==> src/rtl/cmp_pkg.sv <==
// Shared definitions for the compressor-based multiplier: FSM encoding,
// default widths and the width-compatibility check.
package cmp_pkg;

    typedef enum logic [1:0] {
        IDLE = 2'd0,
        ADD  = 2'd1,
        DONE = 2'd2
    } state_t;

    localparam int W_DEF     = 16;
    localparam int CHUNK_DEF = 4;

    function automatic bit width_ok(input int w, input int chunk);
        return (chunk > 0) && (w >= chunk) && ((w % chunk) == 0);
    endfunction

endpackage

==> src/rtl/cs_resolver_if.sv <==
// Row-pair in / resolved-word out handshake bundle for cs_resolver.
interface cs_resolver_if #(
    parameter int W = cmp_pkg::W_DEF
);
    logic         in_valid;
    logic         in_ready;
    logic [W-1:0] in_sum;
    logic [W-1:0] in_carry;
    logic         out_valid;
    logic         out_ready;
    logic [W-1:0] out_data;
    logic         out_ovf;

    modport master (
        output in_valid, in_sum, in_carry, out_ready,
        input  in_ready, out_valid, out_data, out_ovf
    );

    modport slave (
        input  in_valid, in_sum, in_carry, out_ready,
        output in_ready, out_valid, out_data, out_ovf
    );
endinterface

==> src/rtl/cs_resolver_cpa_chunk.sv <==
// CHUNK-bit ripple-carry adder made of full-adder cells.
module cpa_chunk #(
    parameter int CHUNK = cmp_pkg::CHUNK_DEF
) (
    input  logic [CHUNK-1:0] a,
    input  logic [CHUNK-1:0] b,
    input  logic             cin,
    output logic [CHUNK-1:0] s,
    output logic             cout
);
    logic [CHUNK:0] cy;

    assign cy[0] = cin;

    for (genvar i = 0; i < CHUNK; i++) begin : g_fa
        assign s[i]    = a[i] ^ b[i] ^ cy[i];
        assign cy[i+1] = (a[i] & b[i]) | (cy[i] & (a[i] ^ b[i]));
    end

    assign cout = cy[CHUNK];
endmodule

==> src/rtl/cs_resolver.sv <==
// Iterative carry-propagate resolver: folds the sum/carry rows into one
// binary word, CHUNK bits per clock, through a single reused ripple adder.
module cs_resolver
    import cmp_pkg::*;
#(
    parameter int W     = W_DEF,
    parameter int CHUNK = CHUNK_DEF
) (
    input logic         clk,
    input logic         rst,
    cs_resolver_if.slave bus
);
    localparam int N     = W / CHUNK;
    localparam int IDX_W = (N > 1) ? $clog2(N) : 1;

    if (!width_ok(W, CHUNK)) begin : g_width_check
        $error("cs_resolver: W must be a non-zero multiple of CHUNK");
    end

    state_t            state;
    logic [IDX_W-1:0]  idx;
    logic              c;
    logic [W-1:0]      sum_q;
    logic [W-1:0]      carry_q;
    logic [W-1:0]      res_q;
    logic              ovf_q;
    logic              in_ready_q;
    logic              out_valid_q;

    logic [CHUNK-1:0]  a_chunk;
    logic [CHUNK-1:0]  b_chunk;
    logic [CHUNK-1:0]  s_chunk;
    logic              cout_chunk;

    assign a_chunk = sum_q[idx*CHUNK +: CHUNK];
    assign b_chunk = carry_q[idx*CHUNK +: CHUNK];

    cpa_chunk #(.CHUNK(CHUNK)) u_cpa (
        .a    (a_chunk),
        .b    (b_chunk),
        .cin  (c),
        .s    (s_chunk),
        .cout (cout_chunk)
    );

    // Operand rows are plain data and keep their value through reset;
    // everything observable at the ports is cleared.
    always_ff @(posedge clk) begin
        if (rst) begin
            state       <= IDLE;
            idx         <= '0;
            c           <= 1'b0;
            res_q       <= '0;
            ovf_q       <= 1'b0;
            in_ready_q  <= 1'b1;
            out_valid_q <= 1'b0;
        end else begin
            case (state)
                IDLE: begin
                    if (bus.in_valid && in_ready_q) begin
                        sum_q      <= bus.in_sum;
                        carry_q    <= bus.in_carry;
                        idx        <= '0;
                        c          <= 1'b0;
                        in_ready_q <= 1'b0;
                        state      <= ADD;
                    end
                end
                ADD: begin
                    res_q[idx*CHUNK +: CHUNK] <= s_chunk;
                    c   <= cout_chunk;
                    idx <= idx + 1'b1;
                    if (idx == IDX_W'(N - 1)) begin
                        ovf_q       <= cout_chunk;
                        out_valid_q <= 1'b1;
                        state       <= DONE;
                    end
                end
                DONE: begin
                    if (bus.out_ready) begin
                        out_valid_q <= 1'b0;
                        in_ready_q  <= 1'b1;
                        state       <= IDLE;
                    end
                end
                default: begin
                    out_valid_q <= 1'b0;
                    in_ready_q  <= 1'b1;
                    state       <= IDLE;
                end
            endcase
        end
    end

    assign bus.in_ready  = in_ready_q;
    assign bus.out_valid = out_valid_q;
    assign bus.out_data  = res_q;
    assign bus.out_ovf   = ovf_q;
endmodule

==> src/flat_wrapper.sv <==
// flat-port wrapper written by rule: the top's interface ports become plain ports
module cs_resolver_flat import cmp_pkg::*;
#(
    parameter int W     = W_DEF,
    parameter int CHUNK = CHUNK_DEF
)
  (clk, rst, bus_in_valid, bus_in_sum, bus_in_carry, bus_out_ready, bus_in_ready, bus_out_valid, bus_out_data, bus_out_ovf);
  cs_resolver_if #(.W(W)) bus_i ();
  input logic clk;
  input logic rst;
  input wire logic [$bits(bus_i.in_valid)-1:0] bus_in_valid;
  input wire logic [$bits(bus_i.in_sum)-1:0] bus_in_sum;
  input wire logic [$bits(bus_i.in_carry)-1:0] bus_in_carry;
  input wire logic [$bits(bus_i.out_ready)-1:0] bus_out_ready;
  output wire logic [$bits(bus_i.in_ready)-1:0] bus_in_ready;
  output wire logic [$bits(bus_i.out_valid)-1:0] bus_out_valid;
  output wire logic [$bits(bus_i.out_data)-1:0] bus_out_data;
  output wire logic [$bits(bus_i.out_ovf)-1:0] bus_out_ovf;
  assign bus_i.in_valid = bus_in_valid;
  assign bus_i.in_sum = bus_in_sum;
  assign bus_i.in_carry = bus_in_carry;
  assign bus_i.out_ready = bus_out_ready;
  assign bus_in_ready = bus_i.in_ready;
  assign bus_out_valid = bus_i.out_valid;
  assign bus_out_data = bus_i.out_data;
  assign bus_out_ovf = bus_i.out_ovf;
  cs_resolver #(.W(W), .CHUNK(CHUNK)) u_core (.clk(clk), .rst(rst), .bus(bus_i));
endmodule
==> config.mk <==
export PLATFORM = sky130hd
export DESIGN_NAME = cs_resolver_flat
export DESIGN_NICKNAME = d
export VERILOG_FILES = /design/src/rtl/cmp_pkg.sv /design/src/rtl/cs_resolver_if.sv /design/src/rtl/cs_resolver_cpa_chunk.sv /design/src/rtl/cs_resolver.sv /design/src/flat_wrapper.sv
export SDC_FILE = /design/constraint.sdc
export NUM_CORES = 1
export LEC_CHECK = 0
export BUFFER_PORTS_ARGS = -buffer_cell sky130_fd_sc_hd__buf_4
export CORE_MARGIN = 2
export CORE_UTILIZATION = 40
export CTS_CLUSTER_DIAMETER = 120
export DETAILED_ROUTE_END_ITERATION = 8
export GPL_TIMING_DRIVEN = 0
export PLACE_DENSITY = 0.69
export SLEW_MARGIN = 20
export SYNTH_ARGS = -nofsm -noshare
export SYNTH_HDL_FRONTEND = slang
export SYNTH_SLANG_ARGS = --single-unit
==> constraint.sdc <==
create_clock -name clk -period 2.5 [get_ports clk]
set_input_delay 0.25 -clock clk [delete_from_list [all_inputs] [get_ports clk]]
set_output_delay 0.25 -clock clk [all_outputs]
set_load 0.03 [all_outputs]
* Yosys cells after proc, flatten, opt, wreduce, memory -nomap -nowiden
Cells that the tools add are included.
** Operators by class
- Add/subtract/negate cells :: 2
- Equal/unequal tests :: 6
- Shifts and indexed selects :: 4
- Muxes and demuxes :: 14
- Bitwise gates (word level) :: 23
- Reduce and logical (&&, ||, !) cells :: 9
** Operator list (number)
- negation 4 -> 34 bit :: 1
- variable shift 4 x 34 -> 16 bit, first input constant :: 1
- indexed part select 4 x 34 -> 16 bit :: 1
- indexed part select 16 x 5 -> 4 bit :: 2
- bitwise mux 16 bit :: 1
- AND reduction 3 bit :: 4
- AND 1 bit :: 8
- 2-to-1 mux 2 bit :: 4
- bitwise XOR 1 bit :: 8
- one-hot mux 1 bit (3 select lines) :: 2
- one-hot mux 2 bit (3 select lines) :: 1
- == test 2 bit, second input constant :: 2
- 2-to-1 mux 1 bit :: 4
- != test 2 x 1 -> 1 bit, second input constant :: 2
- OR 1 bit :: 4
- one-hot mux 2 bit (2 select lines) :: 1
- AND reduction 2 bit :: 2
- NOT 1 bit :: 3
- adder 2 x 1 -> 2 bit, second input constant :: 1
- == test 2 x 1 -> 1 bit, second input constant :: 1
- logical NOT 2 bit :: 1
- != test 2 bit, second input constant :: 1
- one-hot mux 1 bit (2 select lines) :: 1
- nonzero test 2 bit :: 1
- logical AND 1 bit :: 1
** Storage, ports and cells
- Register bits :: 56
- Output and inout bits :: 19
- Word-level logic and storage cells :: 67

* Logic depth before layout (Yosys ltp)
Gate-level depths: netlist of run 1.
- Word-level depth :: 11
- Mapped depth :: 10
- Mapped depth without buffers :: 9

* Cells and area by module
Synthesis of run 1 repeated with hierarchy kept, for this count alone.
** Second synthesis, totals
- Cell total of the unflattened synthesis :: 165
- Area total of the unflattened synthesis :: 2344.7 µm²
** By module, submodules not included
- cs_resolver :: instances 1, cells an instance 151, area each 2227.1 µm²
- cpa_chunk :: instances 1, cells an instance 14, area each 117.6 µm²

* Least setup slack after synthesis of run 1
OpenSTA, ideal clock, no wires.
- Path type :: register to register
- From :: register u_core.idx[0]
- To :: register u_core.res_q[15] (netlist: u_core.bus.out_data[15])
- Library setup time :: 0.070 ns
- Data arrival time :: 2.560 ns
- Path slack :: -0.130 ns
- Cell stages (with the launch flop) :: 10
- Buffers on the path :: 1
- Clock period less this slack :: 2.630 ns
- Path through :: dfxtp_1 > buf_2 > mux4_2 > inv_1 > fa_1 > inv_1 > fa_1 > fa_1 > nand4_1 > a21oi_1
** Between the ends
- Cells in the longest elaborated chain, start to end :: 11
** RTL lines
- start: declaration :: RTL line cs_resolver.sv:21 : logic [IDX_W-1:0] idx;
- start signal: assignment :: RTL line cs_resolver.sv:72 : idx <= idx + 1'b1;
- indexed part select 16 x 5 -> 4 bit, on equally long branches :: RTL line cs_resolver.sv:35, cs_resolver.sv:36
- bitwise XOR 1 bit :: RTL line cs_resolver_cpa_chunk.sv:16, cs_resolver_cpa_chunk.sv:17
- AND 1 bit :: RTL line cs_resolver_cpa_chunk.sv:17 : assign cy[i+1] = (a[i] & b[i]) | (cy[i] & (a[i] ^ b[i]));
- OR 1 bit :: RTL line cs_resolver_cpa_chunk.sv:17
- AND 1 bit :: RTL line cs_resolver_cpa_chunk.sv:17
- OR 1 bit :: RTL line cs_resolver_cpa_chunk.sv:17
- AND 1 bit :: RTL line cs_resolver_cpa_chunk.sv:17
- OR 1 bit :: RTL line cs_resolver_cpa_chunk.sv:17
- bitwise XOR 1 bit :: RTL line cs_resolver_cpa_chunk.sv:16 : assign s[i] = a[i] ^ b[i] ^ cy[i];
- indexed part select 4 x 34 -> 16 bit :: RTL line cs_resolver.sv:70 : res_q[idx*CHUNK +: CHUNK] <= s_chunk;
- bitwise mux 16 bit * :: RTL line cs_resolver.sv:70
- end signal: indexed assignment :: RTL line cs_resolver.sv:70
- end: declaration :: RTL line cs_resolver.sv:25 : logic [W-1:0] res_q;
Every way passes the cells marked *; elsewhere a longest branch is shown, timed or not.
A chain may end at the register's enable or synchronous reset.

* Worst setup path after layout of run 1
Ends and elaborated chain as after synthesis.

==> impl_results.md, run 1 <==
- Psw: 0.452 mW
- Die Ht: 80.0 um
- Top layer in use: met4
- Pin slew with the least headroom to its limit: 0.832 ns
- M1 WL: 1.82 mm
- Failing checks: setup timing
- Port Buf Inserts: 53
- First-pass GRT wire length: 6.97 mm
- CP startpoint kind: register
- Final clock skew: 0.00942 ns
- Crit-path cells: mux4_2 -> inv_2 -> fa_2 -> fa_1 -> inv_1 -> fa_2 -> fa_2 -> nand4_1 -> a21oi_1
- Internal power: 1.35 mW
- FF-to-FF End: u_core.bus.out_data[15]$_SDFFE_PP0P_
- Fillcell total: 501
- R2r setup slk: -0.11 ns
- FP Rows: 27
- Net count, final: 278
- Layout area overhead: 28.1%
- Largest net degree at the start of global routing: 33
- Critical path class: reg -> reg
- Post-synth top area share: 41.6%
- Antenna diodes: 0
- Crit path largest cell delay: 0.59 ns
- Status: complete, but fails checks
- Drt wl/cell: 13.5 um
- CP bufs+invs: 2
- Post-Syn Instances: 169
- Tot GR Track Use: 14.3%
- Critical R2R Launch: u_core.idx[0]$_SDFFE_PP0P_
- Cell Pwr Density: 607 nW/um^2
- Vias: 1493
- Clock transition at path regs: 0.11 ns
- Synth unique cells: 28
- DRT Wirelength: 4.13 mm
- Initial Utilization: 41.7%
- Initial antenna violation count: 0
- # placed instances: 294
- YS warnings: 0
- Inserted Clock Buffers: 5
- Hold Path Origin: bus_in_carry[1]
- Wire length on met2: 1.97 mm
- Vias per Instance: 4.90
- Syn Nets: 215
- Die width: 80.0 um
- CP dominant cell by count: fa_2
- Clk network pwr share: 27.8%
- DR DRC count: 0
- CP max stage cell: fa_2
- Share of layout cells above drive strength 1: 37.3%
- Post-CTS Hold Buffers: 0
- Max-Cap Viols: 0
- 1st-iter DRT viols: 102
- Hold crit path type: in -> reg
- CTS tree: yes
- Period utilisation layout: 105%
- Final Max Tran Viols: 0
- Die area: 6400 sq um
- Clock Path Buffers: 2
- Post-synth top area cell: edfxtp_1
- RSZ-0062 raised after global routing: yes
- Area of the core: 5540 sq um
- Slew margin rel.: 44.4%
- Setup-failing EPs final: 4
- Synth Register Bits: 56
- Top_reg_cell synth: edfxtp_1
- Fin worst setup slack: -0.114 ns
- Sequential share of power: 57.2%
- Leakage: 1.10 nW
- Nature of the critical path endpoint: register
- Leading cell types by total area after synthesis: edfxtp_1 (42%), dfxtp_1 (21%), mux4_2 (4.9%)
- Sw frac: 25.1%
- Fraction of registers with async set/reset: 0%
- Antenna viol nets, final: 0
- CP delay by family, top: adder cells
- Peak Freq: 0.383 GHz
- Clock Latency Late Sink: 0.31 ns
- Hold endpoint: u_core.carry_q[1]$_DFFE_PP_
- Post-synth EDFFs: 32
- WHS: 0.107 ns
- Reg2Reg Depth: 9
- Drt first pass iters: 4
- H-tree levels: 2
- Endpoints failing hold: 0
- Gr ovfl total: 0
- WP data arrival: 2.85 ns
- Num ports: 55
- Max Fanout on Critical Path: 4
- Num Clock Sinks: 56
- Combinational share of power: 15.0%
- Root Driver: clkbuf_8
- Final Wtd Congestion: 0.797
- Fin crit period: 2.61 ns
- Sequential share of the synthesized area: 62.4%
- DP Wirelength: 2.99 mm
- Hold path cells: 1
- Vias in the first global route: 1498
- Fin cells: 305
- Met3 wire len: 295 um
- Post-Synthesis Cell Area: 2310 sq um
- Worst vdd ir: 0.453 mV
- CP required: 2.74 ns
- Syn Area/Cell: 13.7 sq um
-- kinds of logic (layout without fill, tap and decap cells) --
family                   after synthesis  count (layout)  synth area share, %
buffers and inverters                 27              91                 4.44
adder cells (fa/ha/maj)               10              10                 6.71
AO/OA/AOI/OAI                         26              26                 7.96
AND/OR/NAND/NOR                       42              42                 10.2
multiplexers                           8               8                 8.28
flip-flops                            56              56                 62.4
-- worst max path at each step --
stage,from,to,slack (ns),depth (start not counted)
4_1_cts,u_core.idx[0]$_SDFFE_PP0P_,u_core.bus.out_data[11]$_SDFFE_PP0P_,-0.17,9
3_3_place_gp,u_core.idx[1]$_SDFFE_PP0P_,u_core.bus.out_data[7]$_SDFFE_PP0P_,-0.33,10
3_5_place_dp,u_core.idx[1]$_SDFFE_PP0P_,u_core.bus.out_data[11]$_SDFFE_PP0P_,-0.33,10
6_report,u_core.idx[0]$_SDFFE_PP0P_,u_core.bus.out_data[15]$_SDFFE_PP0P_,-0.11,9
2_1_floorplan,u_core.idx[0]$_SDFFE_PP0P_,u_core.bus.out_data[15]$_SDFFE_PP0P_,0.01,9
5_1_grt,u_core.idx[0]$_SDFFE_PP0P_,u_core.bus.out_data[15]$_SDFFE_PP0P_,-0.21,9
-- layer usage --
layer | track usage, % | up-vias
li1 | - | 744
met1 | 18.6 | 696
met2 | 22.4 | 49
met3 | 5.77 | 4
met4 | 3.05 | 0
met5 | 0 | -
-- sequential cells by signal, indices dropped and copies added (netlist names) --
register and cells:
u_core.bus.out_ovf 1, u_core.c 1, u_core.bus.out_valid 1, u_core.sum_q 16, u_core.idx 2, u_core.state 2
u_core.bus.out_data 16, u_core.bus.in_ready 1, u_core.carry_q 16
-- cells in the mapped netlist (2+ instances only) --
cell,instances
edfxtp_1,32
fa_1,4
dfxtp_1,24
or3_1,2
inv_1,20
nor2b_1,2
nand4_1,2
clkbuf_1,6
a21oi_1,11
nand2_1,9
o32ai_1,12
nand2b_1,4
and3b_1,3
nor2_1,5
nand3b_1,2
mux4_1,3
mux4_2,5
or2_2,2
nand3_1,7
ha_1,6
-- power groups by stage --
stage | Combinational, mW | Clock [mW] | Sequential (mW)
2_1_floorplan | 0.135 | 0 | 1.06
3_3_place_gp | 0.245 | 0 | 1.05
3_5_place_dp | 0.247 | 0 | 1.05
4_1_cts | 0.262 | 0.516 | 1.03
5_1_grt | 0.298 | 0.552 | 1.03
6_report | 0.270 | 0.500 | 1.03
-- per-stage QoR --
stage / worst slack (ns) / utilization [%] / power, mW / area [sq um] / TNS, ns
5_1_grt: -0.211 / 53.4 / 1.88 / 2960 / -0.758
3_5_place_dp: -0.327 / 50.8 / 1.30 / 2810 / -1.76
6_report: -0.114 / 53.4 / 1.80 / 2960 / -0.342
2_1_floorplan: 0.0140 / - / 1.20 / 2320 / 0
4_1_cts: -0.170 / 53.2 / 1.81 / 2950 / -0.611
3_3_place_gp: -0.327 / 50.7 / 1.29 / 2810 / -1.85
-- cells in the final DEF (no fill, tap or decap), types with 2 or more instances in the layout --
master    count
clkbuf_1      5
clkbuf_8      6
mux4_2        8
dfxtp_1      22
inv_1        17
edfxtp_1     32
fa_2          3
o32ai_1      11
inv_2         3
nand2b_1      3
nor2b_1       2
buf_4        55
nand2_1       9
nand4_1       2
a21oi_1      11
ha_1          6
nand3_1       7
nor2_1        4
or3_1         2
nand3b_1      2
and3b_1       3
or2_2         2
-- what timing repair did --
action / 4_1_cts / 5_1_grt
endpoints found under the setup margin: 10 / 6
buffers inserted: 3 / 0
resized for setup: 12 / 5
pin swaps: 6 / 2
-- cell type report --
| cell class | count | area, sq um | area share (%) |
|---|---|---|---|
| Buffer | 7 | 47.5 | 1.61 |
| Timing Repair Buffer | 56 | 424 | 14.3 |
| Sequential cell | 56 | 1450 | 48.9 |
| Inverter | 20 | 75.1 | 2.54 |
| Tap cell | 72 | 90.1 | 3.04 |
| Clock inverter | 3 | 22.5 | 0.761 |
| Clock buffer | 5 | 68.8 | 2.32 |
| Multi-Input combinational cell | 86 | 786 | 26.5 |
Note: power is estimated with default switching activity, not from simulation.
==> run 2: changes to the inputs <==
PLACE_DENSITY = 0.66   (was 0.69)
clock period = 2.8 ns   (was 2.5 ns; I/O delays follow)
==> run 2 against run 1 <==
  * The flow now finishes without violations
  * Register-to-register slack better by 0.23 ns
  * Global-route usage decreased by 0.25 points
  * Highest routed layer unchanged
  * Clock-buffer cell count stayed put
  * Largest power group unchanged
==> impl_results.md, run 2 (same netlist as run 1, synthesis figures left out) <==
- Reg2Reg Depth: 9 (unchanged)
- Hold Path Origin: bus_in_carry[5] (was bus_in_carry[1])
- R2r setup slk: 0.12 ns (was -0.11 ns)
- Share of layout cells above drive strength 1: 36.1% (was 37.3%)
- FF-to-FF End: u_core.bus.out_data[15]$_SDFFE_PP0P_ (unchanged)
- Sequential share of power: 54.2% (was 57.2%)
- Worst vdd ir: 0.369 mV (was 0.453 mV)
- Clock Latency Late Sink: 0.31 ns (about the same)
- Fin worst setup slack: 0.117 ns (was -0.114 ns)
- Commonest non-fill, non-tap cell in the layout: buf_4 (unchanged)
- Vias: 1509 (was 1493)
- Place WS: -0.250 ns (was -0.327 ns)
- Port Buf Inserts: 53 (unchanged)
- Fin area: 3010 sq um (was 2960 sq um)
- Nature of the critical path endpoint: register (unchanged)
- Antenna diodes: 0 (unchanged)
- Hold crit path type: in -> reg (unchanged)
- DRT Wirelength: 4.07 mm (was 4.13 mm)
- Max-Cap Viols: 0 (unchanged)
- CTS tree: yes (unchanged)
- Clock Path Buffers: 2 (unchanged)
- Peak Freq: 0.373 GHz (was 0.383 GHz)
- Drt first pass iters: 4 (unchanged)
- Sw frac: 23.6% (was 25.1%)
- Initial antenna violation count: 0 (unchanged)
- Internal power: 1.29 mW (was 1.35 mW)
- Psw: 0.401 mW (was 0.452 mW)
- Status: finished clean (was complete, but fails checks)
- Pin slew with the least headroom to its limit: 0.537 ns (was 0.832 ns)
- Fin crit period: 2.68 ns (was 2.61 ns)
- Die width: 80.0 um (unchanged)
- Die area: 6400 sq um (unchanged)
- Layout area overhead: 30.2% (was 28.1%)
- DP Wirelength: 3.02 mm (was 2.99 mm)
- Setup-failing EPs final: 0 (was 4)
- CP required: 3.05 ns (was 2.74 ns)
- Clk network pwr share: 31.4% (was 27.8%)
- Inserted Clock Buffers: 5 (unchanged)
- Critical path class: reg -> reg (unchanged)
- Endpoints failing hold: 0 (unchanged)
- Net count, final: 278 (unchanged)
- Period utilisation layout: 95.8% (was 105%)
- DR DRC count: 0 (unchanged)
- Gr ovfl total: 0 (unchanged)
- Fillcell total: 488 (was 501)
- Clock transition at path regs: 0.10 ns (was 0.11 ns)
- Initial Utilization: 41.7% (unchanged)
- Drt wl/cell: 13.3 um (was 13.5 um)
- Final Max Tran Viols: 0 (unchanged)
- Cell Pwr Density: 564 nW/um^2 (was 607 nW/um^2)
- Final clock skew: 0.00861 ns (was 0.00942 ns)
- Root Driver: clkbuf_8 (unchanged)
- Antenna viol nets, final: 0 (unchanged)
- Final Wtd Congestion: 0.785 (was 0.797)
- Hold path cells: 1 (unchanged)
- WP data arrival: 2.93 ns (was 2.85 ns)
- Die Ht: 80.0 um (unchanged)
- H-tree levels: 2 (unchanged)
- Post-CTS Hold Buffers: 0 (unchanged)
- Combinational share of power: 14.4% (was 15.0%)
- Slew margin rel.: 64.2% (was 44.4%)
- Leakage: 1.12 nW (was 1.10 nW)
- Commonest cells after routing, fill and taps aside: buf_4 (55), edfxtp_1 (32), dfxtp_1 (23), inv_1 (19), a21oi_1 (11) (was buf_4 (55), edfxtp_1 (32), dfxtp_1 (22), inv_1 (17))
- CP startpoint kind: register (unchanged)
- Num Clock Sinks: 56 (unchanged)
- Area of the core: 5540 sq um (unchanged)
- Vias in the first global route: 1453 (was 1498)
- Tot GR Track Use: 14.0% (was 14.3%)
- First-pass GRT wire length: 6.71 mm (was 6.97 mm)
- Critical R2R Launch: u_core.idx[0]$_SDFFE_PP0P_ (unchanged)
- 1st-iter DRT viols: 74 (was 102)
- Max Fanout on Critical Path: 6 (was 4)
- Num ports: 55 (unchanged)
- DP Area: 2830 sq um (was 2810 sq um)
- FP Rows: 27 (unchanged)
- Hold endpoint: u_core.carry_q[5]$_DFFE_PP_ (was u_core.carry_q[1]$_DFFE_PP_)
- Reg area: 1450 sq um (about the same)
- Area of the multi-input gates: 797 sq um (was 786 sq um)
- Vias per Instance: 4.95 (was 4.90)
- Largest net degree at the start of global routing: 25 (was 33)
[run 2: power by group through the flow]
stage	combinational [mW]	clock, mW	sequential (mW)
2_1_floorplan	0.119	0	0.948
3_3_place_gp	0.217	0	0.938
3_5_place_dp	0.225	0	0.938
4_1_cts	0.227	0.545	0.919
5_1_grt	0.272	0.580	0.922
6_report	0.245	0.532	0.918
[run 2: routing by layer]
| layer | part of all wire [%] | up-vias | global-route usage [%] |
|---|---|---|---|
| met5 | 0 | - | 0 |
| met4 | 1.8 | 0 | 6.10 |
| met3 | 6.6 | 6 | 4.41 |
| met2 | 46 | 47 | 21.7 |
| met1 | 45 | 714 | 18.1 |
| li1 | - | 742 | - |
[run 2: metrics by stage]
| stage | instances | setup TNS (ns) | total power, mW | util (%) | hold slack, ns |
|---|---|---|---|---|---|
| 2_1_floorplan | 169 | 0 | 1.07 | - | 0.379 |
| 3_3_place_gp | 294 | -9.73 | 1.16 | 50.5 | 0.445 |
| 3_5_place_dp | 295 | -1.09 | 1.16 | 51.2 | 0.449 |
| 4_1_cts | 303 | 0 | 1.69 | 53.5 | 0.127 |
| 5_1_grt | 305 | -0.00138 | 1.77 | 54.3 | 0.116 |
| 6_report | 305 | 0 | 1.70 | 54.3 | 0.133 |
[run 2: area by class of cell]
class                   instances  share of cell area, %
plain buffers                   7                   1.50
multi-input cells              86                   26.5
well taps                      72                   3.00
flip-flops and latches         56                   48.0
clock buffers                   5                   2.29
clock inverters                 3                   1.54
repair buffers                 56                   14.6
inverters                      20                   2.50
[run 2: worst max-delay path by stage]
stage                                     from                              endpoint  cells after the start
CTS                 u_core.idx[1]$_SDFFE_PP0P_  u_core.bus.out_data[11]$_SDFFE_PP0P_                     10
global route        u_core.idx[0]$_SDFFE_PP0P_  u_core.bus.out_data[15]$_SDFFE_PP0P_                      9
floorplan           u_core.idx[0]$_SDFFE_PP0P_  u_core.bus.out_data[15]$_SDFFE_PP0P_                      9
finish              u_core.idx[0]$_SDFFE_PP0P_  u_core.bus.out_data[15]$_SDFFE_PP0P_                      9
detailed placement  u_core.idx[1]$_SDFFE_PP0P_  u_core.bus.out_data[11]$_SDFFE_PP0P_                     10
global placement                           rst             u_core.sum_q[2]$_DFFE_PP_                      3
[run 2: repair_timing]
| item | in CTS | in global routing |
|---|---|---|
| setup endpoints to repair | 9 | 4 |
| gates cloned | 0 | 0 |
| setup buffers | 0 | 2 |
| pin swaps | 0 | 2 |
| gates resized for setup | 6 | 12 |
[run 2: critical path: stages (launching register included)]
cell	delay, ns
dfxtp_4	0.41
mux4_2	0.51
inv_2	0.07
fa_2	0.20
fa_1	0.16
inv_1	0.06
fa_2	0.34
fa_2	0.59
nand4_1	0.11
a21oi_1	0.16
